$ cat config.mk
export PLATFORM = sky130hd
export DESIGN_NAME = pipe_hazard_ctrl
export DESIGN_NICKNAME = d
export VERILOG_FILES = /design/src/rtl/hazard_pkg.sv /design/src/rtl/pipe_hazard_ctrl_sat_counter.sv /design/src/rtl/pipe_hazard_ctrl.sv
export SDC_FILE = /design/constraint.sdc
export NUM_CORES = 1
export LEC_CHECK = 0
export ABC_AREA = 0
export BUFFER_PORTS_ARGS = -buffer_cell sky130_fd_sc_hd__buf_2
export CORE_MARGIN = 10
export CORE_UTILIZATION = 48
export CTS_CLUSTER_SIZE = 20
export DETAILED_ROUTE_END_ITERATION = 16
export PLACE_DENSITY = 0.87
export SLEW_MARGIN = 20
export SYNTH_ARGS = -nofsm -noshare
export SYNTH_HDL_FRONTEND = slang
export SYNTH_SLANG_ARGS = --single-unit
$ cat constraint.sdc
create_clock -name clk_i -period 2.4 [get_ports clk_i]
set_clock_uncertainty 0.15 [all_clocks]
set_input_delay 0.12 -clock clk_i [delete_from_list [all_inputs] [get_ports clk_i]]
set_output_delay 0.12 -clock clk_i [all_outputs]
set_load 0.05 [all_outputs]
$ cat src/rtl/hazard_pkg.sv
// Shared types for the pipeline hazard controller: FSM state encoding and the
// hardwired-zero register specifier.
package hazard_pkg;

    typedef enum logic {
        RUN     = 1'b0,
        MD_WAIT = 1'b1
    } state_e;

    localparam int REG_ZERO = 0;

endpackage

$ cat src/rtl/pipe_hazard_ctrl_sat_counter.sv
// Saturating up-counter with synchronous active-low clear; holds at all-ones.
module sat_counter #(
    parameter int CNT_W = 16
) (
    input  logic             clk_i,
    input  logic             clr_ni,
    input  logic             en_i,
    output logic [CNT_W-1:0] cnt_o
);

    logic [CNT_W-1:0] cnt_q;
    logic [CNT_W-1:0] cnt_d;

    always_comb begin
        cnt_d = cnt_q;
        if (en_i && (cnt_q != {CNT_W{1'b1}})) begin
            cnt_d = cnt_q + CNT_W'(1);
        end
    end

    always_ff @(posedge clk_i) begin
        if (!clr_ni) begin
            cnt_q <= '0;
        end else begin
            cnt_q <= cnt_d;
        end
    end

    assign cnt_o = cnt_q;

endmodule

$ cat src/rtl/pipe_hazard_ctrl.sv
// Pipeline hazard controller: load-use stalls, taken-branch squashes and
// multi-cycle mult/div holds, driving per-stage write enables and flushes.
module pipe_hazard_ctrl #(
    parameter int REG_W      = 5,
    parameter int MD_LATENCY = 4,
    parameter int CNT_W      = 16
) (
    input  logic             clk_i,
    input  logic             reset_i,
    input  logic [REG_W-1:0] id_rs_i,
    input  logic [REG_W-1:0] id_rt_i,
    input  logic             id_uses_rt_i,
    input  logic             id_md_start_i,
    input  logic             ex_mem_read_i,
    input  logic [REG_W-1:0] ex_rt_i,
    input  logic             ex_branch_taken_i,
    output logic             pc_we_o,
    output logic             ifid_we_o,
    output logic             ifid_flush_o,
    output logic             idex_we_o,
    output logic             idex_flush_o,
    output logic             exmem_flush_o,
    output logic             md_busy_o,
    output logic [CNT_W-1:0] stall_cnt_o
);

    import hazard_pkg::*;

    localparam int MD_CW = $clog2(MD_LATENCY);

    state_e           state_q, state_d;
    logic [MD_CW-1:0] md_cnt_q, md_cnt_d;
    logic             load_use;

    // Register 0 is hardwired, so a load targeting it never creates a hazard.
    assign load_use = ex_mem_read_i && (ex_rt_i != REG_W'(REG_ZERO)) &&
                      ((ex_rt_i == id_rs_i) || (id_uses_rt_i && (ex_rt_i == id_rt_i)));

    always_comb begin
        pc_we_o       = 1'b1;
        ifid_we_o     = 1'b1;
        ifid_flush_o  = 1'b0;
        idex_we_o     = 1'b1;
        idex_flush_o  = 1'b0;
        exmem_flush_o = 1'b0;
        md_busy_o     = 1'b0;
        state_d       = state_q;
        md_cnt_d      = md_cnt_q;

        if (!reset_i) begin
            pc_we_o       = 1'b0;
            ifid_we_o     = 1'b0;
            idex_we_o     = 1'b0;
            ifid_flush_o  = 1'b1;
            idex_flush_o  = 1'b1;
            exmem_flush_o = 1'b1;
            state_d       = RUN;
            md_cnt_d      = '0;
        end else begin
            case (state_q)
                RUN: begin
                    if (ex_branch_taken_i) begin
                        ifid_flush_o = 1'b1;
                        idex_flush_o = 1'b1;
                    end else if (load_use) begin
                        pc_we_o      = 1'b0;
                        ifid_we_o    = 1'b0;
                        idex_flush_o = 1'b1;
                    end else if (id_md_start_i) begin
                        state_d  = MD_WAIT;
                        md_cnt_d = MD_CW'(MD_LATENCY - 1);
                    end
                end
                MD_WAIT: begin
                    pc_we_o       = 1'b0;
                    ifid_we_o     = 1'b0;
                    idex_we_o     = 1'b0;
                    exmem_flush_o = 1'b1;
                    md_busy_o     = 1'b1;
                    md_cnt_d      = md_cnt_q - MD_CW'(1);
                    if (md_cnt_q == MD_CW'(1)) begin
                        state_d = RUN;
                    end
                end
                default: state_d = RUN;
            endcase
        end
    end

    always_ff @(posedge clk_i) begin
        if (!reset_i) begin
            state_q  <= RUN;
            md_cnt_q <= '0;
        end else begin
            state_q  <= state_d;
            md_cnt_q <= md_cnt_d;
        end
    end

    // Reset cycles are excluded from the stall count by the clear taking priority.
    sat_counter #(
        .CNT_W (CNT_W)
    ) u_stall_cnt (
        .clk_i  (clk_i),
        .clr_ni (reset_i),
        .en_i   (!pc_we_o),
        .cnt_o  (stall_cnt_o)
    );

endmodule

==> results.md <==
* Slew @ Worst Pin at 0.4428 ns
* Yosys reg bits at 19
* Number of diodes added for antenna fixing at 0
* Power density of the placed cells at 484.2 mW/mm^2
* Final sum of negative setup slack at 0 ns
* Status: finished clean
* Gates resized, CTS repair at 0
* Critical-path top delay cell: or4_1
* Worst min-delay path class: input pin to register
* Number of top-level pins at 44
* Max rail drop VDD at 0.0003907 V
* Fin. max-slew vios at 0
* End of the worst hold path: md_cnt_q[0]
* CP startpoint kind: register
* Net switching power figure at 0.2245 mW
* Area of the core region at 0.002233 sq mm
* Max_slew headroom at 70.40%
* Clock Latency Late Sink at 0.30 ns
* Crit Reg-Reg Startpoint: u_stall_cnt.cnt_o[0]
* Mapped Nets at 159
* Length in cells of the worst reg-to-reg path at 7
* # Post-CTS Setup Buffers at 0
* P_int at 0.4413 mW
* Fraction of power consumed by combinational cells at 24.4%
* Synth Instances at 136
* Clock share of power at 24.8%
* Area share of the largest cell type after synthesis at 33.74%
* Root Driver: clkbuf_4
* Proportion of layout cells with a drive suffix above 1 at 32.77%
* Hold path start: id_md_start_i
* Worst Path Required at 2.48 ns
* DR vias/cell at 5.795
* Setup repair after global routing missed its margin: no
* Worst path depth at 7
* Max Cap Viol at 0
* Dominant cells by area after synthesis: dfxtp_1 34%, xor2_1 7.8%, a21oi_1 5.8%, or4_1 4.7%, nand2_1 4.0%
* Netlist Area Pre-Place at 0.001127 sq mm
* Chip Height at 68.46 microns
* Net Sw Frac at 33.72%
* Clk pin slew, worst setup/hold paths at 0.11 ns
* Largest net degree at the start of global routing at 28
* Area growth from synthesis to layout at 21.98%
* Final wirelength at 3.293 mm
* Inserted Clock Buffers at 3
* Most common cell after layout, fill and taps aside: buf_2
* Maximum level of the CTS H-tree at 1
* Net total in the final layout at 201
* Clock tree from TritonCTS: done
* Setup CP Type: register to register
* Antenna Violating Nets Remaining at 0
* Placer congestion estimate at 0.9240
* Proportion of synthesized chip area in sequential cells at 33.74%
* Worst-case clock buffer depth at 2
* Cell leakage power at 0.5831 nW
* Reg-to-reg endpoint: u_stall_cnt.cnt_o[13]
* Number of antenna violations at the first check in global routing at 0
* Max Fanout on Critical Path at 27
* Global-route wire length before repair at 5.140 mm
* Final HPWL from detailed placement at 2.578 mm
* Top cell type by total area after synthesis: dfxtp_1
* DRC at 0
* Total congestion overflow at 0
* Number of port buffers at 43
* All-layer global routing usage at 13.97%
* Initial core utilization at 50.48%
* Number of search-and-repair iterations in the first detailed-routing pass at 4
* Cell family with the largest share of critical-path delay: simple AND/OR/NAND/NOR gates
* Filler cells at 216
* Clock sink total at 19
* Mean instance size in the synthesized netlist at 8.289 sq um
* Hold violation total from the final report at 0
* Period Utilization, post-route at 86.43%
* Number of cell rows at 17
* Wire per inst at 16.06 microns
* YS warnings at 0
* Final hold slack at 0.08874 ns
* Commonest non-fill, non-tap cells in the layout: 43 x buf_2, 14 x dfxtp_1, 13 x a21oi_1, 12 x nand2_1, 10 x xor2_1
* Die area at 0.004687 sq mm
* Via count of the routed design at 1,188
* Die width at 68.46 microns
* Largest stage delay on the critical path at 0.50 ns
* Arr. time, crit path at 2.16 ns
* Number of design-rule violations left by the first detailed-router iteration at 39
* Final Setup Violations at 0
* Cell depth of the worst min-delay path at 3
* Sequential share of power at 50.8%
* Top achievable clock speed at 482.1 MHz
* Vias in the first global route at 1,136
* Setup slack of the most critical reg-to-reg path at 0.33 ns
* Crit end category: register
* Count of distinct cell types in the synthesized netlist at 40
* Buffers plus inverters on the worst setup path at 0
* Final worst path period need at 2.074 ns
* CP Cell Sequence: ha_1 -> nand4_1 -> or4_4 -> nand3b_2 -> o21a_4 -> or4_1 -> a21oi_1
-- registers in the layout (all words and copies together) (netlist names) --
signal             cells
state_q                1
md_cnt_q               2
u_stall_cnt.cnt_o     16
-- worst reg2reg max path, delay by kind of cell (launching register included) --
kind,cells,cell delay (ns)
flip-flops,1,0.36
adder cells (fa/ha/maj),1,0.23
AND/OR/NAND/NOR,4,0.81
AO/OA/AOI/OAI,2,0.46
-- cells in the mapped netlist --
| master | instances |
|---|---|
| o31ai_1 | 6 |
| o21ai_1 | 7 |
| a31o_1 | 1 |
| a21o_1 | 1 |
| nor2_1 | 6 |
| ha_1 | 2 |
| dfxtp_1 | 19 |
| or3_1 | 7 |
| and2_1 | 1 |
| nand2b_1 | 1 |
| xor2_1 | 10 |
| a21oi_1 | 13 |
| buf_4 | 1 |
| nor4_1 | 1 |
| nand4_2 | 1 |
| inv_1 | 6 |
| nor3_1 | 2 |
| inv_2 | 1 |
| clkbuf_1 | 3 |
| or2_1 | 2 |
| nand3_1 | 5 |
| o41ai_1 | 1 |
| a32oi_1 | 1 |
| o211ai_1 | 1 |
| nand3b_2 | 1 |
| xnor2_1 | 1 |
| and2_0 | 1 |
| buf_1 | 1 |
| nand4_1 | 3 |
| mux2i_1 | 2 |
| buf_8 | 1 |
| and3_1 | 2 |
| o21a_4 | 1 |
| or4_4 | 1 |
| o211a_1 | 1 |
| o221a_1 | 1 |
| or4_1 | 7 |
| o21ai_0 | 1 |
| nand2_1 | 12 |
| buf_6 | 1 |
-- repair_timing --
| action | CTS | global route |
|---|---|---|
| endpoints found under the setup margin | 0 | 0 |
| hold buffers | 1 | 0 |
| hold endpoints to repair | 2 | 0 |
-- per-layer routing --
| metal | part of all wire (%) | vias up | GRT usage (%) |
|---|---|---|---|
| met5 | 0 | - | 0 |
| met3 | 10 | 7 | 4.078 |
| met1 | 40 | 550 | 15.18 |
| met4 | 1.7 | 0 | 7.035 |
| li1 | - | 582 | - |
| met2 | 48 | 49 | 24.08 |
-- how the worst max path moves through the flow --
stage	from	slack [ns]	end
2_1_floorplan	u_stall_cnt.cnt_o[12]	0.01	u_stall_cnt.cnt_o[1]
3_3_place_gp	ex_rt_i[3]	0.37	u_stall_cnt.cnt_o[8]
3_5_place_dp	ex_rt_i[3]	0.29	u_stall_cnt.cnt_o[13]
4_1_cts	u_stall_cnt.cnt_o[0]	0.32	u_stall_cnt.cnt_o[13]
5_1_grt	u_stall_cnt.cnt_o[3]	0.21	u_stall_cnt.cnt_o[1]
6_report	u_stall_cnt.cnt_o[0]	0.33	u_stall_cnt.cnt_o[13]
-- stage by stage --
stage,power [mW],area [sq um],std cells,worst slack [ns],util [%]
detailed placement,0.5066,1338,200,0.2921,59.89
global placement,0.4978,1338,200,0.3678,59.89
CTS,0.6660,1375,205,0.3188,61.57
global route,0.6927,1375,205,0.2131,61.57
floorplan,0.4633,1136,136,0.01005,-
finish,0.6659,1375,205,0.3257,61.57
-- kinds of logic (layout without fill, tap and decap cells) --
family / after synthesis / after routing / synth area share (%)
buf+inv: 14 / 55 / 6.658
flops: 19 / 19 / 33.74
simple gates: 53 / 53 / 26.86
compound gates: 35 / 35 / 20.20
mux: 2 / 2 / 1.776
fa+ha+maj: 2 / 2 / 2.219
xor+xnor: 11 / 11 / 8.546
-- area by class of cell --
type | count | area (sq um) | area share [%]
clock inverters | 1 | 5.005 | 0.3640
inverters | 7 | 26.28 | 1.911
multi-input cells | 103 | 674.4 | 49.04
well taps | 28 | 35.03 | 2.548
flip-flops and latches | 19 | 386.6 | 28.12
clock buffers | 3 | 22.52 | 1.638
repair buffers | 44 | 225.2 | 16.38
-- power groups by stage --
stage | logic (mW) | clock network, mW | registers [mW]
4_1_cts | 0.164 | 0.165 | 0.338
2_1_floorplan | 0.101 | 0 | 0.362
5_1_grt | 0.176 | 0.177 | 0.340
6_report | 0.163 | 0.165 | 0.338
3_3_place_gp | 0.154 | 0 | 0.344
3_5_place_dp | 0.162 | 0 | 0.345
Power figures use the tool's default switching activity.
